### src/rtl/vigenere_stream_cipher_if.sv
// Host-side bundle for the Vigenere engine: key loading, input byte stream, output byte stream.
// master = host/testbench driving bytes and keys; slave = the cipher engine.
interface vigenere_stream_cipher_if #(
   parameter int KEY_MAX_LEN = 16,
   parameter int KEY_IDX_W   = $clog2(KEY_MAX_LEN + 1)
);
   logic                 key_clear;
   logic                 key_wr;
   logic [7:0]           key_wr_data;
   logic                 key_commit;
   logic [KEY_IDX_W-1:0] key_len;
   logic                 mode;
   logic                 in_valid;
   logic                 in_ready;
   logic [7:0]           in_data;
   logic                 in_last;
   logic                 out_valid;
   logic                 out_ready;
   logic [7:0]           out_data;
   logic                 out_last;
   logic                 err;

   modport master (
      output key_clear, key_wr, key_wr_data, key_commit, mode,
      output in_valid, in_data, in_last, out_ready,
      input  key_len, in_ready, out_valid, out_data, out_last, err
   );

   modport slave (
      input  key_clear, key_wr, key_wr_data, key_commit, mode,
      input  in_valid, in_data, in_last, out_ready,
      output key_len, in_ready, out_valid, out_data, out_last, err
   );
endinterface

### src/rtl/vigenere_stream_cipher.sv
// Byte-wise Vigenere encrypt/decrypt with runtime key; one registered cycle of latency.
// in_ready drops only while a result is held unaccepted; a drained output slot accepts a new byte the same cycle.
module vigenere_stream_cipher #(
   parameter int KEY_MAX_LEN = 16
) (
   input logic                    clk,
   input logic                    rst,
   vigenere_stream_cipher_if.slave bus
);
   localparam int KEY_IDX_W = $clog2(KEY_MAX_LEN + 1);
   localparam int KEY_AW    = (KEY_MAX_LEN > 1) ? $clog2(KEY_MAX_LEN) : 1;
   localparam logic [KEY_IDX_W-1:0] KEY_MAX = KEY_IDX_W'(KEY_MAX_LEN);
   localparam logic [KEY_IDX_W-1:0] IDX_ONE = KEY_IDX_W'(1);

   typedef enum logic [1:0] {S_NOKEY, S_KEYLOAD, S_RUN} state_t;

   state_t               state_q;
   logic [7:0]           key_q [2**KEY_AW];
   logic [KEY_IDX_W-1:0] key_len_q, key_len_d;
   logic [KEY_IDX_W-1:0] key_idx_q, key_idx_d;
   logic                 msg_active_q, mode_q;
   logic                 out_valid_q, out_last_q, err_q;
   logic [7:0]           out_data_q, out_data_d, key_byte;
   logic                 in_ready, accept, mode_eff, key_full, key_wr_ok;

   assign key_full  = (key_len_q == KEY_MAX);
   assign key_wr_ok = (state_q == S_KEYLOAD) && bus.key_wr && !bus.key_clear && !key_full;
   assign key_len_d = key_len_q + KEY_IDX_W'(key_wr_ok);

   assign in_ready = (state_q == S_RUN) && (!out_valid_q || bus.out_ready);
   assign accept   = bus.in_valid && in_ready;

   // Mode is fixed by the first beat of a message; later beats reuse the latched copy.
   assign mode_eff   = msg_active_q ? mode_q : bus.mode;
   assign key_byte   = key_q[key_idx_q[KEY_AW-1:0]];
   assign out_data_d = mode_eff ? (bus.in_data - key_byte) : (bus.in_data + key_byte);
   assign key_idx_d  = (bus.in_last || (key_idx_q == key_len_q - IDX_ONE)) ? '0 : key_idx_q + IDX_ONE;

   always_ff @(posedge clk) begin
      if (key_wr_ok) begin
         key_q[key_len_q[KEY_AW-1:0]] <= bus.key_wr_data;
      end
   end

   always_ff @(posedge clk) begin
      if (rst) begin
         state_q      <= S_NOKEY;
         key_len_q    <= '0;
         key_idx_q    <= '0;
         msg_active_q <= 1'b0;
         mode_q       <= 1'b0;
         out_valid_q  <= 1'b0;
         out_data_q   <= 8'd0;
         out_last_q   <= 1'b0;
         err_q        <= 1'b0;
      end else begin
         if (accept) begin
            out_valid_q  <= 1'b1;
            out_data_q   <= out_data_d;
            out_last_q   <= bus.in_last;
            key_idx_q    <= key_idx_d;
            msg_active_q <= !bus.in_last;
            if (!msg_active_q) begin
               mode_q <= bus.mode;
            end
         end else if (bus.out_ready) begin
            out_valid_q <= 1'b0;
         end

         case (state_q)
            S_NOKEY: begin
               if (bus.key_clear) begin
                  state_q   <= S_KEYLOAD;
                  key_len_q <= '0;
                  err_q     <= 1'b0;
               end
            end
            S_KEYLOAD: begin
               if (bus.key_clear) begin
                  key_len_q <= '0;
                  err_q     <= 1'b0;
               end else begin
                  key_len_q <= key_len_d;
                  if (bus.key_wr && key_full) begin
                     err_q <= 1'b1;
                  end
                  if (bus.key_commit) begin
                     state_q      <= (key_len_d != '0) ? S_RUN : S_NOKEY;
                     key_idx_q    <= '0;
                     msg_active_q <= 1'b0;
                  end
               end
            end
            S_RUN: begin
               // Rekeying is only safe with nothing in flight; otherwise flag it and carry on.
               if (bus.key_clear) begin
                  if (!msg_active_q && !out_valid_q) begin
                     state_q      <= S_KEYLOAD;
                     key_len_q    <= '0;
                     key_idx_q    <= '0;
                     msg_active_q <= 1'b0;
                     err_q        <= 1'b0;
                  end else begin
                     err_q <= 1'b1;
                  end
               end
            end
            default: state_q <= S_NOKEY;
         endcase
      end
   end

   assign bus.in_ready  = in_ready;
   assign bus.out_valid = out_valid_q;
   assign bus.out_data  = out_data_q;
   assign bus.out_last  = out_last_q;
   assign bus.key_len   = key_len_q;
   assign bus.err       = err_q;
endmodule
### src/flat_wrapper.sv
// flat-port wrapper written by rule: the top's interface ports become plain ports
module vigenere_stream_cipher_flat 
#(
   parameter int KEY_MAX_LEN = 16
)
  (clk, rst, bus_key_clear, bus_key_wr, bus_key_wr_data, bus_key_commit, bus_mode, bus_in_valid, bus_in_data, bus_in_last, bus_out_ready, bus_key_len, bus_in_ready, bus_out_valid, bus_out_data, bus_out_last, bus_err);
  vigenere_stream_cipher_if #(.KEY_MAX_LEN(KEY_MAX_LEN)) bus_i ();
  input logic clk;
  input logic rst;
  input wire logic [$bits(bus_i.key_clear)-1:0] bus_key_clear;
  input wire logic [$bits(bus_i.key_wr)-1:0] bus_key_wr;
  input wire logic [$bits(bus_i.key_wr_data)-1:0] bus_key_wr_data;
  input wire logic [$bits(bus_i.key_commit)-1:0] bus_key_commit;
  input wire logic [$bits(bus_i.mode)-1:0] bus_mode;
  input wire logic [$bits(bus_i.in_valid)-1:0] bus_in_valid;
  input wire logic [$bits(bus_i.in_data)-1:0] bus_in_data;
  input wire logic [$bits(bus_i.in_last)-1:0] bus_in_last;
  input wire logic [$bits(bus_i.out_ready)-1:0] bus_out_ready;
  output wire logic [$bits(bus_i.key_len)-1:0] bus_key_len;
  output wire logic [$bits(bus_i.in_ready)-1:0] bus_in_ready;
  output wire logic [$bits(bus_i.out_valid)-1:0] bus_out_valid;
  output wire logic [$bits(bus_i.out_data)-1:0] bus_out_data;
  output wire logic [$bits(bus_i.out_last)-1:0] bus_out_last;
  output wire logic [$bits(bus_i.err)-1:0] bus_err;
  assign bus_i.key_clear = bus_key_clear;
  assign bus_i.key_wr = bus_key_wr;
  assign bus_i.key_wr_data = bus_key_wr_data;
  assign bus_i.key_commit = bus_key_commit;
  assign bus_i.mode = bus_mode;
  assign bus_i.in_valid = bus_in_valid;
  assign bus_i.in_data = bus_in_data;
  assign bus_i.in_last = bus_in_last;
  assign bus_i.out_ready = bus_out_ready;
  assign bus_key_len = bus_i.key_len;
  assign bus_in_ready = bus_i.in_ready;
  assign bus_out_valid = bus_i.out_valid;
  assign bus_out_data = bus_i.out_data;
  assign bus_out_last = bus_i.out_last;
  assign bus_err = bus_i.err;
  vigenere_stream_cipher #(.KEY_MAX_LEN(KEY_MAX_LEN)) u_core (.clk(clk), .rst(rst), .bus(bus_i));
endmodule
### config.mk
export PLATFORM = sky130hd
export DESIGN_NAME = vigenere_stream_cipher_flat
export DESIGN_NICKNAME = d
export VERILOG_FILES = /design/src/rtl/vigenere_stream_cipher_if.sv /design/src/rtl/vigenere_stream_cipher.sv /design/src/flat_wrapper.sv
export SDC_FILE = /design/constraint.sdc
export NUM_CORES = 1
export LEC_CHECK = 0
export ABC_AREA = 1
export CAP_MARGIN = 20
export CORE_MARGIN = 2
export CORE_UTILIZATION = 55
export CTS_CLUSTER_SIZE = 40
export DETAILED_ROUTE_END_ITERATION = 8
export PLACE_DENSITY_LB_ADDON = 0.08
export SKIP_LAST_GASP = 1
export SLEW_MARGIN = 40
export SYNTH_ARGS = -nofsm -noshare
export SYNTH_HDL_FRONTEND = slang
export SYNTH_SLANG_ARGS = --single-unit
### constraint.sdc
create_clock -name clk -period 5.6 [get_ports clk]
set_input_delay 1.68 -clock clk [delete_from_list [all_inputs] [get_ports clk]]
set_output_delay 1.68 -clock clk [all_outputs]
set_load 0.01 [all_outputs]
After elaboration in Yosys (flattened, before gate mapping)
Memories as Yosys holds them, arrays and structs flattened. A register that Yosys moved wholly into a read port is not among the register bits.
Index checks and enable logic that the tools add are counted.
{"block": "classes", "n_addsub": 5, "n_eq_ne": 10, "muxes": 38, "reduce_logical": 21}
{"cell": "$mux W5", "count": 10}
{"cell": "$mux W1", "count": 15}
{"cell": "$pmux W5 S3", "count": 1}
{"cell": "$mux W2", "count": 6}
{"cell": "$ne A2 B2 Y1 const B", "count": 5}
{"cell": "$pmux W5 S2", "count": 1}
{"cell": "$add A8 B8 Y8", "count": 1}
{"cell": "$mux W8", "count": 1}
{"cell": "$reduce_and A4 Y1", "count": 2}
{"cell": "$sub A8 B8 Y8", "count": 1}
{"cell": "$logic_and A1 B1 Y1", "count": 7}
{"cell": "$pmux W2 S3", "count": 1}
{"cell": "$add A5 B1 Y5", "count": 1}
{"cell": "$add A5 B1 Y5 const B", "count": 1}
{"cell": "$eq A5 B5 Y1", "count": 1}
{"cell": "$eq A5 B5 Y1 const B", "count": 1}
{"cell": "$logic_not A1 Y1", "count": 5}
{"cell": "$reduce_and A5 Y1", "count": 1}
{"cell": "$reduce_bool A5 Y1", "count": 1}
{"cell": "$sub A5 B1 Y5 const B", "count": 1}
{"cell": "$mux W4", "count": 1}
{"cell": "$ne A3 B3 Y1 const B", "count": 1}
{"cell": "$pmux W1 S3", "count": 1}
{"cell": "$reduce_bool A3 Y1", "count": 1}
{"cell": "other kinds (6)", "count": 7}
{"block": "word_totals", "ff_bits": 25, "ram_bits": 128, "in_bits": 25, "out_inout_bits": 17, "wordCells": 84, "n_memories": 1}
{"memory": "u_core.key_q", "depth": 16, "width": 8, "read_ports": 1, "rd_ports_with_merged_regs": 1, "write_ports": 1, "line": "vigenere_stream_cipher.sv:18", "rtl": "logic [7:0] key_q [2**KEY_AW];"}

Depth between registers and ports, before layout
{"block": "logic_depth", "depth_word": 10, "mapped_depth": 28, "ltp_nobuf": 26}

Worst setup path before layout
Ideal clock, no wire load.
{"block": "synth_timing", "path_type": "input -> output", "startpoint": "input port bus_out_ready", "endpoint": "output port bus_in_ready", "t_arrival_ns": 1.901, "t_required_ns": 3.920, "setup_slack_ns": 2.019, "cell_stages": 2, "n_path_buf": 0, "cell_sequence": "nor2_1 > nor2_1"}
{"block": "synth_via", "elab_chain_len": 2}
{"element": "start, declared", "line": "flat_wrapper.sv:18", "rtl": "input wire logic [$bits(bus_i.out_ready)-1:0] bus_out_ready;"}
{"element": "$logic_or A1 B1 Y1", "line": "vigenere_stream_cipher.sv:30", "rtl": "assign in_ready = (state_q == S_RUN) && (!out_valid_q || bus.out_ready);"}
{"element": "$logic_and A1 B1 Y1", "line": "vigenere_stream_cipher.sv:30"}
{"element": "end, declared", "line": "flat_wrapper.sv:20", "rtl": "output wire logic [$bits(bus_i.in_ready)-1:0] bus_in_ready;"}
No other way between the ends.

Worst setup path in the final report
Ends and elaborated chain as after synthesis.

==> run summary <==
Status: completed
Setup repair bufs after CTS: 0
Routed Wire Length: 16380 um
Detailed placer's ending HPWL: 10550 um
Post-synth cell types: 34
Diodes inserted: 0
CP max FO: 2
Setup TNS: 0 ns
RR Startpoint: u_core.key_idx_q[0]
Vias in the first global route: 5073
Slowest stage cell, crit path: clkdlybuf4s50_1
Hold WC Path Type: reg -> reg
FILL cells: 1042
Mapped Area: 0.007411 mm^2
CTS HTree Levels: 4
Count leader, synth: nand2_1
Cell Rows: 42
Worst setup EP type: output port
Clk sink count: 153
Yosys reg bits: 153
Synth top area cells: edfxtp_1, nand2_1, dfxtp_1
Async S/R FF share, synth: 0%
Mapped Nets: 842
First-pass GRT wire length: 26230 um
Num CTS Buffers: 17
Crit path to: bus_in_ready
Leakage: 3.625 nW
Pwr/cell area: 293.8 mW/mm^2
Total number of vias: 5285
Proportion of layout cells with a drive suffix above 1: 5.542%
Worst-Skew Late Latency: 0.42 ns
Post-synth EDFFs: 128
Post-synthesis sequential area ratio: 58.62%
Pre-antenna DRT Iters: 5
FF-to-FF setup slack: 1.79 ns
Peak supply drop: 0.2014 mV
Starting density of the core: 56.18%
Post-Layout Cell Count: 1024
Syn-to-layout area delta: 14.01%
Area leader, netlist: edfxtp_1
Reg-to-reg critical path endpoint: u_core.bus.out_data[7]
Pwr Total: 2.482 mW
Core area: 0.01319 mm^2
Ys flop type: edfxtp_1
Gpl congestion: 0.8492
Pre-CTS setup slack: 1.058 ns
WS Path Type: in -> out
Unrepaired setup endpoints after global routing: no
FMAX: 220.3 MHz
Root Driver: clkbuf_16
Most instantiated cells after synthesis: nand2_1, edfxtp_1, inv_1, nand3_1, nor2_1
Longest Clk Path Bufs: 2
Final hold violation count: 0
Critical-path cell list: clkdlybuf4s50_1 > nor2_1 > nor2_1 > clkdlybuf4s50_1
Ports: 42
Worst-Margin Slew: 0.7783 ns
CP peak stage delay: 0.55 ns
Max Cap Violations: 0
Crit start category: input pin
Final setup skew: 0.007036 ns
Hold_buf cts: 0
CTS-repair resized insts: 0
Final Cycle Share: 81.07%
Routed vias/inst: 5.161
Die Ht: 120.1 um
IO buf count: 41
Gr usage total: 24.14%
Clock transition at path regs: 0.06 ns
CP startpoint: bus_out_ready
Final nets: 880
DP Cell Count: 992
Final setup fails: 0
Grt ovf: 0
Die width: 120.1 um
Hold Slack: 0.4430 ns
Die area: 0.01442 mm^2
Mean Syn Cell Area: 9.298 um^2
Slew Limit Fails: 0
Final min period: 4.540 ns
Post-DRT Antenna Nets: 0
Post-synthesis cell count: 797
Routed WL per cell: 15.99 um
Crit path DAT: 2.86 ns
PnR worst setup slack: 1.060 ns
Largest net degree at the start of global routing: 64
Synth top area share: 51.87%
Max transition margin: 47.92%
YS warnings: 0
Initial DRC Count: 368
Req. time, crit path: 3.92 ns
TritonCTS clock tree: built
Initial antenna violation count: 0
Remaining DRCs: 0
R2R cell count: 26
[metrics by stage]
stage               util [%]  instance area, um^2
floorplan                  -                 7411
global placement       59.66                 7869
detailed placement     59.68                 7871
CTS                    64.02                 8444
global route           64.06                 8449
finish                 64.06                 8449
[routing by layer]
metal	up-vias	share of wire (%)	global-route usage, %
met5	-	0	0
met4	0	2.3	9.265
met3	29	5.6	4.895
met2	157	50	41.09
met1	2471	42	30.39
li1	2628	-	-
[cells by family after synthesis]
kind of cell | count (synthesis) | share of synthesized area [%]
compound gates | 63 | 4.795
xor+xnor | 23 | 2.718
fa+ha+maj | 20 | 3.478
buf+inv | 158 | 9.539
flops | 153 | 58.62
simple gates | 380 | 20.85
[cells in the final DEF (no fill, tap or decap), types with 2 or more instances in the layout]
master	instances
clkinv_4	2
nand3_1	75
o21ai_1	10
nand2_2	2
a211oi_1	2
ha_1	19
xnor2_1	5
nand2_1	236
dfxtp_1	24
clkdlybuf4s50_1	41
nor2_2	5
clkbuf_16	17
clkinv_2	4
edfxtp_1	128
inv_6	4
nand4_1	2
clkinv_1	3
o21a_1	3
inv_1	128
inv_2	2
buf_4	4
a21oi_1	23
xor2_1	18
o21bai_1	5
bufinv_16	2
o21ai_0	15
nor2_1	58
[layout make-up]
type                       count  area (um^2)  share of cell area [%]
multi-input combinational    486         2367                   28.02
clock buffer                  17        425.4                   5.035
inverter                     132        503.0                   5.953
timing repair buffer          45        440.4                   5.212
sequential                   153         4345                   51.43
tap                          176        220.2                   2.606
clock inverter                15        147.6                   1.747
[worst min-delay path by stage]
stage | slack, ns | from | cells after the start | to
2_1_floorplan | 0.45 | u_core.mode_q | 2 | u_core.mode_q
3_3_place_gp | 0.44 | u_core.bus.err | 2 | u_core.bus.err
3_5_place_dp | 0.44 | u_core.bus.err | 2 | u_core.bus.err
4_1_cts | 0.45 | u_core.bus.err | 2 | u_core.bus.err
5_1_grt | 0.48 | u_core.bus.err | 2 | u_core.bus.err
6_report | 0.44 | u_core.bus.err | 2 | u_core.bus.err
[power by group]
| part | switching (mW) | internal, mW |
|---|---|---|
| logic | 0.0797 | 0.0502 |
| clock network | 0.457 | 0.656 |
| registers | 0.00276 | 1.24 |
| total | 0.539 | 1.94 |
[worst max-delay path: cells and delay by family]
family,cells,cell delay [ns]
buffers and inverters,2,1.00
AND/OR/NAND/NOR,2,0.17
[flip-flops by register name, summed over array words and instances (netlist names)]
| name | flops |
|---|---|
| u_core.bus.err | 1 |
| u_core.key_idx_q | 5 |
| u_core.key_q | 128 |
| u_core.bus.out_data | 8 |
| u_core.mode_q | 1 |
| u_core.msg_active_q | 1 |
| u_core.bus.key_len | 5 |
| u_core.bus.out_last | 1 |
| u_core.state_q | 2 |
| u_core.bus.out_valid | 1 |
Power figures use the tool's default switching activity.
